<file path="src/rtl/perf_cnt_pkg.sv">
// Shared definitions for the performance counter and the timer compare unit.
// The direction encoding and the next-count step function live here so both
// blocks agree on wrap/saturate behaviour.
package perf_cnt_pkg;

  // Widest counter the step function supports.
  localparam int unsigned MAX_W = 64;

  typedef enum logic {
    DIR_DOWN = 1'b0,
    DIR_UP   = 1'b1
  } dir_e;

  // Returns {ovf, next}. Only the low 'width' bits of cnt are significant.
  // An ovf is reported whenever a step hits a bound, whether it wraps or holds.
  function automatic logic [MAX_W:0] next_count(input logic [MAX_W-1:0] cnt,
                                                input dir_e dir,
                                                input logic sat,
                                                input int unsigned width);
    logic [MAX_W-1:0] mask;
    logic [MAX_W-1:0] nxt;
    logic             ovf;
    mask = (width >= MAX_W) ? {MAX_W{1'b1}} : ((64'd1 << width) - 64'd1);
    ovf  = 1'b0;
    if (dir == DIR_UP) begin
      if ((cnt & mask) == mask) begin
        ovf = 1'b1;
        nxt = sat ? mask : '0;
      end else begin
        nxt = cnt + 64'd1;
      end
    end else begin
      if ((cnt & mask) == '0) begin
        ovf = 1'b1;
        nxt = sat ? '0 : mask;
      end else begin
        nxt = cnt - 64'd1;
      end
    end
    return {ovf, nxt & mask};
  endfunction

endpackage

</file>
<file path="src/rtl/perf_cnt_prescaler.sv">
// Prescaler for perf_counter: emits tick on every (div + 1)-th enabled cycle.
// The count holds while en is low, so disabled cycles stretch the period.
module perf_cnt_prescaler
  import perf_cnt_pkg::*;
#(
  parameter int W = 8
) (
  input  logic         clk,
  input  logic         reset,
  input  logic         en,
  input  logic         load,
  input  logic [W-1:0] div,
  output logic         tick
);

  logic [W-1:0] pre;

  // Terminal count reached; only acted on when en is high.
  assign tick = (pre == div);

  // Divider state: cleared by reset and load, advances only on enabled cycles.
  always_ff @(posedge clk) begin
    if (reset || load) pre <= '0;
    else if (en) begin
      if (tick) pre <= '0;
      else      pre <= pre + 1'b1;
    end
  end

endmodule

</file>
<file path="src/rtl/perf_counter.sv">
// Parametrised up/down event counter with load, wrap/saturate, compare match
// and sticky overflow flag. Define PERF_CNT_PRESCALE_EN to add the
// prescale_div port and an enable prescaler in front of the step.
module perf_counter
  import perf_cnt_pkg::*;
#(
  parameter int WIDTH      = 32,
  parameter int SATURATE   = 0,
  parameter int PRESCALE_W = 8
) (
  input  logic                  clk,
  input  logic                  reset,
  input  logic                  en,
  input  logic                  up,
  input  logic                  load,
  input  logic [WIDTH-1:0]      load_val,
  input  logic [WIDTH-1:0]      cmp_val,
  input  logic                  clr_flag,
`ifdef PERF_CNT_PRESCALE_EN
  input  logic [PRESCALE_W-1:0] prescale_div,
`endif
  output logic [WIDTH-1:0]      count,
  output logic                  cmp_match,
  output logic                  ovf_pulse,
  output logic                  ovf_flag
);

  logic          tick;
  logic          step;
  logic          ovf;
  logic [MAX_W:0] nc;

`ifdef PERF_CNT_PRESCALE_EN
  perf_cnt_prescaler #(.W(PRESCALE_W)) u_pre (
    .clk   (clk),
    .reset (reset),
    .en    (en),
    .load  (load),
    .div   (prescale_div),
    .tick  (tick)
  );
`else
  assign tick = 1'b1;
`endif

  // Load takes priority over a step in the same cycle.
  assign step = en & tick & ~load;
  assign nc   = next_count(MAX_W'(count), dir_e'(up), SATURATE != 0, WIDTH);
  assign ovf  = nc[MAX_W];

  generate
    if (WIDTH < MAX_W) begin : g_hi
      logic unused_hi;
      assign unused_hi = ^nc[MAX_W-1:WIDTH];
    end
  endgenerate

  assign cmp_match = (count == cmp_val);

  // Count register: reset > load > step.
  always_ff @(posedge clk) begin
    if (reset)     count <= '0;
    else if (load) count <= load_val;
    else if (step) count <= nc[WIDTH-1:0];
  end

  // Overflow pulse tracks the step edge; sticky flag set beats clear.
  always_ff @(posedge clk) begin
    if (reset) begin
      ovf_pulse <= 1'b0;
      ovf_flag  <= 1'b0;
    end else begin
      ovf_pulse <= step & ovf;
      if (step && ovf) ovf_flag <= 1'b1;
      else if (clr_flag) ovf_flag <= 1'b0;
    end
  end

endmodule

</file>
<file path="config.mk">
export PLATFORM = sky130hd
export DESIGN_NAME = perf_counter
export DESIGN_NICKNAME = d
export VERILOG_FILES = /design/src/rtl/perf_cnt_pkg.sv /design/src/rtl/perf_cnt_prescaler.sv /design/src/rtl/perf_counter.sv
export SDC_FILE = /design/constraint.sdc
export NUM_CORES = 1
export LEC_CHECK = 0
export ABC_AREA = 1
export CAP_MARGIN = 5
export CORE_UTILIZATION = 56
export DETAILED_ROUTE_END_ITERATION = 8
export PLACE_DENSITY = 0.91
export REMOVE_ABC_BUFFERS = 1
export SLEW_MARGIN = 40
export SYNTH_ARGS = -nofsm -noshare
export SYNTH_HDL_FRONTEND = slang
export SYNTH_HIERARCHICAL = 1
export SYNTH_SLANG_ARGS = --single-unit
</file>
<file path="constraint.sdc">
create_clock -name clk -period 3.9 [get_ports clk]
set_clock_uncertainty 0.2 [all_clocks]
set_input_delay 0.585 -clock clk [delete_from_list [all_inputs] [get_ports clk]]
set_output_delay 0.585 -clock clk [all_outputs]
set_load 0.05 [all_outputs]
</file>
==> results of run 1 <==
## worst max path at each step
stage	start	endpoint	slack, ps	cells after the start
2_1_floorplan	en	count[12]	860	3
3_3_place_gp	cmp_val[26]	cmp_match	840	6
3_5_place_dp	cmp_val[26]	cmp_match	860	6
4_1_cts	cmp_val[26]	cmp_match	860	6
5_1_grt	cmp_val[24]	cmp_match	820	6
6_report	cmp_val[26]	cmp_match	850	6
## state kept, by name, summed over array words and instances, names as in the netlist
name / cells
ovf_pulse: 1
count: 32
ovf_flag: 1
## critical path, stage by stage
cell and delay (ps):
clkdlybuf4s50_1 490, xnor2_1 130, nand4_1 130, nor4_1 510
nor2b_1 210, buf_4 210
## cell families (layout without fill, tap and decap cells)
family                   Yosys count  after routing  synth area share
XOR/XNOR                          48             48           0.09098
AND/OR/NAND/NOR                  566            566            0.5478
buffers and inverters            111            177            0.1254
adder cells (fa/ha/maj)            3              3          0.008124
flip-flops                        34             34            0.1473
AO/OA/AOI/OAI                     67             67           0.08042
## final cells by class
class,count,area share
Tap cell,102,0.02273
Inverter,58,0.03922
Sequential cell,34,0.1212
Multi-Input combinational cell,684,0.6000
Clock buffer,5,0.01226
Clock inverter,3,0.008023
Timing Repair Buffer,111,0.1966
## power by group
| part | internal (mW) | leakage, nW | switching (mW) | total (mW) |
|---|---|---|---|---|
| Sequential | 0.374 | 0.281 | 0.0896 | 0.463 |
| Clock | 0.190 | 0.0504 | 0.163 | 0.354 |
| Combinational | 0.264 | 1.93 | 0.406 | 0.669 |
| Total | 0.828 | 2.26 | 0.659 | 1.49 |
## layer usage
metal | up-vias | global-route usage
li1 | 2730 | -
met1 | 2513 | 0.4328
met2 | 277 | 0.6458
met3 | 50 | 0.05337
met4 | 0 | 0.1756
met5 | - | 0
## cell usage after synthesis (all sizes together) (6+ instances only)
master  instances  area [µm²]
nand3          79       425.4
clkbuf         18       70.07
buf            35       289.0
xor2           26       227.7
or2             6       37.54
inv            58       220.2
xnor2          22       192.7
nand2         271        1057
dfxtp          34       680.7
nor2          183       829.5
o21ai          26       133.9
nand4          16       106.4
a21oi          34       185.2
## metrics by stage
stage / total power, mW / utilization
2_1_floorplan: 0.8812 / -
3_3_place_gp: 1.114 / 0.7009
3_5_place_dp: 1.129 / 0.7009
4_1_cts: 1.478 / 0.7154
5_1_grt: 1.569 / 0.7154
6_report: 1.487 / 0.7154
==> flow_summary_export.csv, run 1 <==
group,metric,value,unit
placed_design,dp.cells,989,
worst_setup_path,regToRegEndpoint,"count[11]",
worst_hold_path,min_path_type,"reg -> reg",
clock_tree,cts_tree,"built",
timing,grt_setup_unrepaired,"no",
cells_and_area,fin_area,5614,µm²
worst_setup_path,critical_path.endpoint_type,"output pin",
global_routing,grt_pass1_vias,5370,
cells_and_area,layout_common_cells,"nand2_1 (259), nor2_1 (153), clkdlybuf4s50_1 (103)",
synthesis,synth_cells,829,
timing,relSlewSlack,0.4925,
synthesis,ys_warn_count,6,
outcome,outcome,"finished, final reports clean",
global_routing,gr-usage-all-layers,0.3670,
placed_design,gp_congestion,0.9608,
detailed_routing,wl_met3,1286,µm
global_routing,grt.overflow.total,0,
cells_and_area,area_growth,21.50,%
cells_and_area,seqCellArea,680.7,µm²
clock_tree,root_buffer,"clkbuf_8",
synthesis,synth_edf_count,0,
worst_setup_path,cp.arrival,2260,ps
timing,finalCriticalPeriod,3048,ps
worst_setup_path,rrSetupSlack,1410,ps
pwr,irDropWorstVdd,0.0002390,V
global_routing,grt_pass1_wl,25230,µm
worst_setup_path,crit_type,"in -> out",
timing,finalHoldViolCount,0,
floorplanning,coreArea,7848,µm²
synthesis,ys_ff_latch,34,
cells_and_area,layout.nets,967,
detailed_routing,drt_iter0_drc,363,
detailed_routing,top_layer_used,"met4",
timing,tns,0,ps
detailed_routing,drc,0,
floorplanning,die_y,92.84,µm
placed_design,hpwl,11860,µm
timing,worstMarginPinSlew,758.8,ps
detailed_routing,ant_nets,0,
floorplanning,initial_core_util,0.5888,
synthesis,synthArstFlopShare,0,
clock_tree,htreeDepth,2,
synthesis,ys_seq_area_frac,0.1473,
clock_tree,postCtsSetupRepairBufs,0,
flow_run,drv_cap,0,
clock_tree,cts_resized,0,
cells_and_area,finalNonFillerCells,997,
timing,whs,274.0,ps
timing,max_freq,0.3281,GHz
worst_hold_path,hp-start,"ovf_flag",
clock_tree,clk_path_buf_depth,2,
placed_design,dpl_cell_area,5500,µm²
floorplanning,fp.dieW,92.84,µm
synthesis,syn_area_per_cell,5.574,µm²
worst_setup_path,r2r-start,"count[1]",
global_routing,antenna_found_initial,0,
pwr,p_per_area,264.8,nW/µm²
worst_hold_path,holdPathEnd,"ovf_flag",
synthesis,syn_area,4621,µm²
worst_setup_path,reg2reg_depth,12,
cells_and_area,drive_gt1_frac,0.09162,
floorplanning,ioPinCount,105,
worst_setup_path,cp_max_fo,1,
detailed_routing,wl_per_cell,15.46,µm
pwr,p_leak,2.258,nW
floorplanning,num_rows,32,
cells_and_area,final_common_cell,"nand2_1",
clock_tree,clock_sinks,34,
timing,setup_viol,0,
clock_tree,clk_pin_slew,90,ps
placed_design,port_buffers,104,
floorplanning,die_area,8618,µm²
detailed_routing,finalWirelength,15420,µm
placed_design,dp_slack,856.7,ps
detailed_routing,viasPerCell,5.587,
global_routing,grt_max_degree,37,
cells_and_area,fillCellCount,689,
timing,fin_ws,852.4,ps
worst_setup_path,required,3120,ps
worst_setup_path,critPathLaunchType,"input port",
synthesis,ys_types,40,
timing,finalMaxSlewViolations,0,
timing,period_share,0.7814,
detailed_routing,vias,5570,
cells_and_area,n_antenna_cell,0,
clock_tree,numCtsBuffers,5,
detailed_routing,m1WireLength,6109,µm
cells_and_area,multi_input_comb_area,3368,µm²
worst_hold_path,worstHoldPathCells,2,
synthesis,synth_ff_type,"dfxtp_1",
clock_tree,clk_latency,300,ps
detailed_routing,met2_length,7404,µm
clock_tree,holdBufCountCts,0,
detailed_routing,drt_first_pass_iters,5,
No activity file was read; power rests on OpenSTA's default activity.
==> run 2: changes to the inputs <==
--- a/config.mk
+++ b/config.mk
@@ -7,9 +7,9 @@
 export LEC_CHECK = 0
 export ABC_AREA = 1
 export CAP_MARGIN = 5
-export CORE_UTILIZATION = 56
+export CORE_UTILIZATION = 52
 export DETAILED_ROUTE_END_ITERATION = 8
-export PLACE_DENSITY = 0.91
+export PLACE_DENSITY = 0.85
 export REMOVE_ABC_BUFFERS = 1
 export SLEW_MARGIN = 40
 export SYNTH_ARGS = -nofsm -noshare
==> constraint.sdc (replaced) <==
create_clock -name clk -period 2.9 [get_ports clk]
set_clock_uncertainty 0.2 [all_clocks]
set_input_delay 0.435 -clock clk [delete_from_list [all_inputs] [get_ports clk]]
set_output_delay 0.435 -clock clk [all_outputs]
set_load 0.05 [all_outputs]
==> flow_summary_export.csv, run 2 (synthesis gave the netlist of run 1 again) <==
group,metric,value,unit
cells_and_area,layout_common_cells,"nand2_1 (259), nor2_1 (153), clkdlybuf4s50_1 (103)",
timing,grt_setup_unrepaired,"no",
cells_and_area,top_regs,"count (32), ovf_flag (1), ovf_pulse (1)",
worst_setup_path,crit_type,"reg -> out",
clock_tree,postCtsSetupRepairBufs,0,
flow_run,drv_cap,0,
clock_tree,cts_tree,"built",
cells_and_area,largest_register_ffs,32,
detailed_routing,wl_per_cell,14.15,µm
clock_tree,clk_path_buf_depth,2,
cells_and_area,n_antenna_cell,0,
placed_design,gp_congestion,0.9978,
floorplanning,initial_core_util,0.5324,
global_routing,grt_pass1_wl,23270,µm
placed_design,dpl_cell_area,5660,µm²
pwr,irDropWorstVdd,0.0002719,V
clock_tree,clk_pin_slew,90,ps
detailed_routing,drc,0,
pwr,power.total,1.995,mW
worst_setup_path,required,2270,ps
timing,finalHoldViolCount,0,
detailed_routing,drt_iter0_drc,517,
timing,fin_ws,173.8,ps
clock_tree,root_buffer,"clkbuf_8",
worst_setup_path,critical_path.endpoint_type,"output pin",
detailed_routing,drt_first_pass_iters,6,
timing,finalMaxSlewViolations,0,
global_routing,gr-usage-all-layers,0.3259,
timing,tns,0,ps
floorplanning,die_y,96.27,µm
global_routing,grt.overflow.total,0,
cells_and_area,layout.nets,984,
global_routing,grt_pass1_vias,4898,
timing,setup_viol,0,
placed_design,port_buffers,104,
detailed_routing,viasPerCell,5.383,
timing,worstMarginPinSlew,749.0,ps
pwr,p_leak,2.364,nW
detailed_routing,finalWirelength,14440,µm
cells_and_area,final_common_cell,"nand2_1",
detailed_routing,ant_nets,0,
clock_tree,clk_latency,300,ps
worst_setup_path,critPathLaunchType,"flop",
detailed_routing,vias,5491,
pwr,p_per_area,345.7,nW/µm²
floorplanning,coreArea,8678,µm²
worst_hold_path,min_path_type,"reg -> reg",
floorplanning,die_area,9267,µm²
worst_setup_path,cp.arrival,2090,ps
timing,max_freq,0.3668,GHz
floorplanning,fp.dieW,96.27,µm
cells_and_area,fillCellCount,829,
outcome,outcome,"finished, final reports clean",
global_routing,grt_max_degree,33,
global_routing,antenna_found_initial,0,
cells_and_area,regMostFlops,"count",
timing,whs,272.7,ps
cells_and_area,area_growth,24.88,%
placed_design,dp_slack,217.6,ps
timing,finalCriticalPeriod,2726,ps
timing,relSlewSlack,0.4991,
worst_setup_path,cp_max_fo,9,
worst_setup_path,rrSetupSlack,510,ps
timing,period_share,0.9401,
floorplanning,ioPinCount,105,
placed_design,hpwl,11210,µm
cells_and_area,drive_gt1_frac,0.1107,
cells_and_area,fin_area,5771,µm²
clock_tree,htreeDepth,2,
clock_tree,clock_sinks,34,
clock_tree,numCtsBuffers,5,
floorplanning,num_rows,34,
## run 2: cell types whose count changed in the layout (fill, tap and decap cells not counted), sizes merged
cell,previous run,this run
inv,57,58
clkinv,1,2
clkinvlp,2,0
buf,8,25
## run 2: repair_timing
action	in CTS	in global routing
resized for setup	0	1
setup endpoints to repair	0	1
hold buffers	0	0
## run 2: final cells by class
cell class | instances | area [µm²] | area share
clock inverter | 3 | 40.04 | 0.006938
clock buffer | 5 | 68.82 | 0.01193
multi-input combinational | 684 | 3368 | 0.5837
sequential | 34 | 681.9 | 0.1182
tap | 108 | 135.1 | 0.02342
inverter | 58 | 220.2 | 0.03816
timing repair buffer | 128 | 1256 | 0.2177
## run 2: worst paths after layout
check / startpoint / end / cells after the start
worst max-delay path: count[11] / cmp_match / 6
worst min register to register: ovf_flag / ovf_flag / 2
worst max register to register: count[1] / count[21] / 12
worst min-delay path: ovf_flag / ovf_flag / 2
## run 2: layer usage
metal | routed length (µm) | track usage | share of wire
met2 | 6730 | 0.5502 | 0.47
met4 | 382 | 0.09950 | 0.026
met3 | 1072 | 0.04423 | 0.074
met5 | 0 | 0 | 0
met1 | 6248 | 0.4268 | 0.43
## run 2: critical path, stage by stage, from the launching register on
cell and delay [ps]:
dfxtp_1 650, xnor2_1 170, nand2_1 80, nor4_1 350
nand3_1 120, nor2b_1 230, buf_12 170
## run 2: metrics by stage
stage / std cells / utilization
finish: 1020 / 0.6649
global route: 1020 / 0.6649
CTS: 1020 / 0.6648
detailed placement: 1012 / 0.6522
global placement: 1012 / 0.6522
floorplan: 776 / -
## run 2: power by group
group	leakage, nW	internal [mW]	switching (mW)
combinational	2.03	0.376	0.571
clock	0.0579	0.254	0.204
sequential	0.281	0.503	0.0884
total	2.36	1.13	0.863
==> run 3: changes to the inputs <==
--- a/config.mk
+++ b/config.mk
@@ -6,6 +6,7 @@
 export NUM_CORES = 1
 export LEC_CHECK = 0
 export ABC_AREA = 1
+export ABC_CLOCK_PERIOD_IN_PS = 2900
 export CAP_MARGIN = 5
 export CORE_UTILIZATION = 52
 export DETAILED_ROUTE_END_ITERATION = 8
==> results of run 3 <==
No change in the layout: final DEF, timing and power equal those of run 2.
